## src/rtl/uart_csr.sv

```systemverilog
// Register front end for the UART core: configuration registers, a TX FIFO feeding
// the core's valid/ready transmit port, and an RX FIFO capturing received-byte pulses.
module uart_csr #(
  parameter int unsigned DEPTH       = 16,
  parameter logic [15:0] DEFAULT_DIV = 16'd434
) (
  input  logic        clk,
  input  logic        rst,
  input  logic        bus_valid,
  input  logic        bus_write,
  input  logic [4:0]  bus_addr,
  input  logic [31:0] bus_wdata,
  output logic [31:0] bus_rdata,
  output logic        bus_rvalid,
  output logic [15:0] cfg_div,
  output logic        cfg_txen,
  output logic        cfg_rxen,
  output logic        cfg_nstop,
  output logic        tx_valid,
  output logic [7:0]  tx_data,
  input  logic        tx_ready,
  input  logic        rx_valid,
  input  logic [7:0]  rx_data
);

  localparam int unsigned AW = $clog2(DEPTH);
  localparam int unsigned CW = AW + 1;

  logic [7:0]    tx_mem [DEPTH];
  logic [7:0]    rx_mem [DEPTH];
  logic [AW-1:0] tx_wr_q, tx_rd_q, rx_wr_q, rx_rd_q;
  logic [CW-1:0] tx_cnt_q, rx_cnt_q;
  logic          tx_ovr_q, rx_ovr_q, tx_ovr_d, rx_ovr_d;
  logic [2:0]    ctrl_q;
  logic [15:0]   div_q;
  logic [31:0]   rdata_q, rdata_d;
  logic          rvalid_q;

  logic [2:0] addr;
  logic       wr, rd;
  logic       tx_full, tx_empty, rx_full, rx_empty;
  logic       tx_push_req, tx_push, tx_pop, tx_ovr_set;
  logic       rx_push, rx_pop, rx_ovr_set;
  logic       unused_bits;

  assign addr        = bus_addr[4:2];
  assign wr          = bus_valid && bus_write;
  assign rd          = bus_valid && !bus_write;
  assign unused_bits = ^{bus_addr[1:0], bus_wdata[31:16]};

  assign tx_full  = (tx_cnt_q == CW'(DEPTH));
  assign tx_empty = (tx_cnt_q == '0);
  assign rx_full  = (rx_cnt_q == CW'(DEPTH));
  assign rx_empty = (rx_cnt_q == '0);

  // A push into a full FIFO is accepted when a pop frees the slot in the same cycle.
  assign tx_push_req = wr && (addr == 3'd2);
  assign tx_pop      = !tx_empty && tx_ready;
  assign tx_push     = tx_push_req && (!tx_full || tx_pop);
  assign tx_ovr_set  = tx_push_req && tx_full && !tx_pop;

  assign rx_pop     = rd && (addr == 3'd3) && !rx_empty;
  assign rx_push    = rx_valid && (!rx_full || rx_pop);
  assign rx_ovr_set = rx_valid && rx_full && !rx_pop;

  // Set wins over a same-cycle write-1-to-clear.
  always_comb begin
    tx_ovr_d = tx_ovr_q;
    rx_ovr_d = rx_ovr_q;
    if (wr && (addr == 3'd4)) begin
      if (bus_wdata[4]) tx_ovr_d = 1'b0;
      if (bus_wdata[5]) rx_ovr_d = 1'b0;
    end
    if (tx_ovr_set) tx_ovr_d = 1'b1;
    if (rx_ovr_set) rx_ovr_d = 1'b1;
  end

  always_comb begin
    rdata_d = '0;
    case (addr)
      3'd0: rdata_d = {29'b0, ctrl_q};
      3'd1: rdata_d = {16'b0, div_q};
      3'd3: rdata_d = rx_empty ? 32'h0 : {23'b0, 1'b1, rx_mem[rx_rd_q]};
      3'd4: rdata_d = {26'b0, rx_ovr_q, tx_ovr_q, rx_empty, rx_full, tx_empty, tx_full};
      default: rdata_d = '0;
    endcase
  end

  always_ff @(posedge clk) begin
    if (tx_push) tx_mem[tx_wr_q] <= bus_wdata[7:0];
    if (rx_push) rx_mem[rx_wr_q] <= rx_data;
  end

  always_ff @(posedge clk) begin
    if (rst) begin
      tx_wr_q  <= '0;
      tx_rd_q  <= '0;
      tx_cnt_q <= '0;
      rx_wr_q  <= '0;
      rx_rd_q  <= '0;
      rx_cnt_q <= '0;
      tx_ovr_q <= 1'b0;
      rx_ovr_q <= 1'b0;
      ctrl_q   <= 3'b0;
      div_q    <= DEFAULT_DIV;
      rdata_q  <= '0;
      rvalid_q <= 1'b0;
    end else begin
      if (tx_push) tx_wr_q <= tx_wr_q + AW'(1);
      if (tx_pop)  tx_rd_q <= tx_rd_q + AW'(1);
      if (tx_push && !tx_pop)      tx_cnt_q <= tx_cnt_q + CW'(1);
      else if (!tx_push && tx_pop) tx_cnt_q <= tx_cnt_q - CW'(1);

      if (rx_push) rx_wr_q <= rx_wr_q + AW'(1);
      if (rx_pop)  rx_rd_q <= rx_rd_q + AW'(1);
      if (rx_push && !rx_pop)      rx_cnt_q <= rx_cnt_q + CW'(1);
      else if (!rx_push && rx_pop) rx_cnt_q <= rx_cnt_q - CW'(1);

      tx_ovr_q <= tx_ovr_d;
      rx_ovr_q <= rx_ovr_d;

      if (wr && (addr == 3'd0)) ctrl_q <= bus_wdata[2:0];
      if (wr && (addr == 3'd1)) div_q  <= bus_wdata[15:0];

      rvalid_q <= rd;
      if (rd) rdata_q <= rdata_d;
    end
  end

  assign bus_rdata  = rdata_q;
  assign bus_rvalid = rvalid_q;
  assign cfg_div    = div_q;
  assign cfg_txen   = ctrl_q[0];
  assign cfg_rxen   = ctrl_q[1];
  assign cfg_nstop  = ctrl_q[2];
  assign tx_valid   = !tx_empty;
  assign tx_data    = tx_mem[tx_rd_q];

endmodule

```

## config.mk

```make
export PLATFORM = sky130hd
export DESIGN_NAME = uart_csr
export DESIGN_NICKNAME = d
export VERILOG_FILES = /design/src/rtl/uart_csr.sv
export SDC_FILE = /design/constraint.sdc
export NUM_CORES = 1
export LEC_CHECK = 0
export ABC_AREA = 1
export CORE_MARGIN = 10
export CORE_UTILIZATION = 35
export DETAILED_ROUTE_END_ITERATION = 6
export PLACE_DENSITY = 0.53
export SLEW_MARGIN = 10
export SYNTH_ARGS = -nofsm -noshare
export SYNTH_HDL_FRONTEND = slang
export SYNTH_SLANG_ARGS = --single-unit
```

## constraint.sdc

```tcl
create_clock -name clk -period 3.1 [get_ports clk]
set_input_delay 0.465 -clock clk [delete_from_list [all_inputs] [get_ports clk]]
set_output_delay 0.465 -clock clk [all_outputs]
set_load 0.05 [all_outputs]
```

==> impl_metrics.env <==
export IMPL_cts_made_buffers=38
export IMPL_avgViaCountPerCell=4.638
export IMPL_synth_edf_count=256
export IMPL_cp_start_kind="flip-flop"
export IMPL_via_count=9365
export IMPL_ff2ff_setup_slack_ns=0.49
export IMPL_io_pins=112
export IMPL_core_area_um2=39730
export IMPL_finalWorstSetupSlack_ns=0.1974
export IMPL_status="completed"
export IMPL_synth_cells=1341
export IMPL_synthTopCellsByArea="edfxtp_1 55%, dfxtp_1 10%, nand2_1 7.3%, inv_1 5.0%, nand3_1 4.2%"
export IMPL_placementRows=73
export IMPL_hp_start="rx_ovr_q"
export IMPL_start_util_pct=35.43
export IMPL_gr_total_overflow=0
export IMPL_timing_critical_path_buf_inv=2
export IMPL_portBuffers=77
export IMPL_area_growth_syn_to_layout_pct=20.59
export IMPL_synth_simple_area_share_pct=14.33
export IMPL_ys_warn_count=0
export IMPL_rsz0062_at_grt="false"
export IMPL_drt_pass1_iterations=5
export IMPL_timing_rr_end="rx_cnt_q[4]"
export IMPL_fin_util_pct=42.73
export IMPL_antenna_found_initial=0
export IMPL_power_leakage_nw=6.703
export IMPL_finalInstanceArea_um2=16980
export IMPL_cts_hold_buf=0
export IMPL_antenna_cells=0
export IMPL_synth_top_area_cell="edfxtp_1"
export IMPL_grt_pass1_wl_um=53070
export IMPL_cp_required_ns=2.63
export IMPL_min_path_cells=2
export IMPL_hpwl_um=22130
export IMPL_clk_path_buf_depth=3
export IMPL_period_minus_slack_ns=2.903
export IMPL_path_clk_slew_ns=0.06
export IMPL_cts_setup_buffers=0
export IMPL_synth_ff_type="edfxtp_1"
export IMPL_synthMuxAreaShare_pct=2.275
export IMPL_finalCritPeriodShare_pct=93.63
export IMPL_die_w_um=220.6
export IMPL_tightestPinTransition_ns=0.9081
export IMPL_path_max_fanout=48
export IMPL_hold_class="reg -> reg"
export IMPL_syn_cell_area_um2=14080
export IMPL_htreeDepth=2
export IMPL_synth_top_area_share_pct=54.60
export IMPL_synth_compound_area_share_pct=8.043
export IMPL_setup_viol=0
export IMPL_power_total_mw=11.62
export IMPL_grtUsageTotal_pct=13.96
export IMPL_critPathSlowestCell="dfxtp_4"
export IMPL_post_dp_cell_area_um2=15760
export IMPL_wl_per_cell_um=16.93
export IMPL_cts_sinks=328
export IMPL_synth_area_per_cell_um2=10.50
export IMPL_vdd_drop_max_v=0.0004062
export IMPL_hold_end="rx_ovr_q"
export IMPL_die_y_um=220.6
export IMPL_drv_slew=0
export IMPL_cp_data_arrival_time_ns=2.44
export IMPL_synth_top_family_by_area="simple AND/OR/NAND/NOR gates"
export IMPL_synth_seq_area_share_pct=64.84
export IMPL_dieArea_um2=48650
export IMPL_critPathTopFamily="flip-flops"
export IMPL_synth_cell_type_count=37
export IMPL_drtIter0Drc=625
export IMPL_async_flop_share_pct=0
export IMPL_ys_seq_elements=328
export IMPL_drc=0
export IMPL_critical_path_class="reg -> out"
export IMPL_synthAdderAreaFrac_pct=1.884
export IMPL_rr_startpoint="rx_cnt_q[0]"
export IMPL_first_global_vias=9243
export IMPL_finClkSkew_ns=0.03263
export IMPL_end_kind="primary output"
export IMPL_fmaxAchievable_ghz=0.3445
export IMPL_cap_violations=0
export IMPL_cts_repair_resized=0
export IMPL_p_per_area_nw_per_um2=684.3
export IMPL_drive_gt1_share_pct=9.438
export IMPL_cts_tree="yes"
export IMPL_fin_tns_setup_ns=0
export IMPL_routed_wl_um=34190
export IMPL_cp_common_cell="o211ai_1"
export IMPL_pre_cts_slack_ns=0.02347
export IMPL_slowest_delay_ns=0.72
export IMPL_final_nets=1537
export IMPL_worstPathCellList="buf_4 > mux2i_1 > o211ai_1 > o211ai_1 > nand2_1 > buf_12"
export IMPL_gp_congestion=0.7682
export IMPL_root_buffer="clkbuf_16"
export IMPL_reg2reg_depth=15
export IMPL_grt_max_degree=65
export IMPL_slew_headroom_pct=39.39
export IMPL_antenna_left=0
export IMPL_clk_latency_ns=0.54
export IMPL_finalHoldViolations=0
export IMPL_synthXorXnorAreaFrac_pct=0.4977
[area by class of cell]
type	count	area, µm²
fill	3808	22750
sequential	328	9134
multi-input combinational	762	3865
timing repair buffer	144	1379
clock buffer	49	1033
inverter	192	723.2
tap	525	656.9
clock inverter	19	186.4
[worst max-delay path by stage]
stage | start | slack [ns] | depth (start not counted) | endpoint
after CTS | flip-flop | 0.12 | 6 | tx_data[7]
after detailed placement | bus_valid | 0.02 | 17 | tx_cnt_q[4]
after floorplan | bus_valid | 0.53 | 15 | rx_cnt_q[4]
final | flip-flop | 0.20 | 6 | tx_data[7]
after global routing | flip-flop | 0.02 | 7 | tx_data[5]
after global placement | bus_valid | 0.03 | 17 | tx_cnt_q[4]
[where the power goes]
group	internal [mW]	total (mW)	switching, mW
combinational	0.901	2.27	1.37
clock	2.61	4.33	1.73
sequential	4.86	5.02	0.154
total	8.37	11.6	3.25
[cell families (layout without fill, tap and decap cells)]
family / count (synthesis) / count (layout)
compound gates: 203 / 203
xor+xnor: 8 / 8
fa+ha+maj: 20 / 20
buf+inv: 266 / 404
flops: 328 / 328
mux: 32 / 32
other cells: 1 / 16
simple gates: 483 / 483
[registers in the layout (all words and copies together), names as in the netlist, 3 cells and up, named ones only]
name,cells
bus_rdata,16
rx_mem,128
tx_rd_q,4
rx_cnt_q,5
rx_rd_q,4
ctrl_q,3
tx_cnt_q,5
rx_wr_q,4
tx_mem,128
cfg_div,16
tx_wr_q,4
[per-stage QoR]
step	std cells	hold slack, ns
after CTS	2019	0.4674
after global routing	2019	0.5010
after global placement	1951	0.4576
final	2019	0.4719
after detailed placement	1951	0.4579
after floorplan	1356	0.4436
[worst min-delay path: cells and delay by family, from the launching register on]
family          cells  cell delay (ns)
flops               1             0.31
simple gates        1             0.06
compound gates      1             0.05
[synthesized netlist by cell type, types with 3 or more instances]
cell and number:
clkbuf_1 26, buf_2 19, xnor2_1 3, nand3_1 118, o211ai_1 36, nor2_1 82, o22ai_1 3, ha_1 18
inv_1 186, dfxtp_1 72, xor2_1 5, o21ai_0 79, nand2_1 274, edfxtp_1 256, mux2i_1 32, inv_2 3
buf_6 3, a21oi_1 76, buf_4 25
[metal layers]
metal	part of all wire [%]	vias up	track usage [%]
li1	-	4720	-
met1	44	4442	17.66
met5	0	-	0
met2	50	149	23.94
met3	4.1	54	2.485
met4	2.2	0	4.171
[layout by cell type, fill, tap and decap left out, types with 5 or more instances in the layout]
cell type        netlist  layout
a21oi_1               76      76
buf_12                 0      10
buf_4                 25      65
clkbuf_1              26       8
clkbuf_16              0      39
clkdlybuf4s50_1        0      69
clkinv_1               2       9
clkinv_2               0       6
conb_1                 1      16
dfxtp_1               72      70
edfxtp_1             256     256
ha_1                  18      18
inv_1                186     186
mux2i_1               32      32
nand2_1              274     274
nand3_1              118     118
nor2_1                82      82
o211ai_1              36      36
o21ai_0               79      79
xor2_1                 5       5
Note: power is estimated with default switching activity, not from simulation.
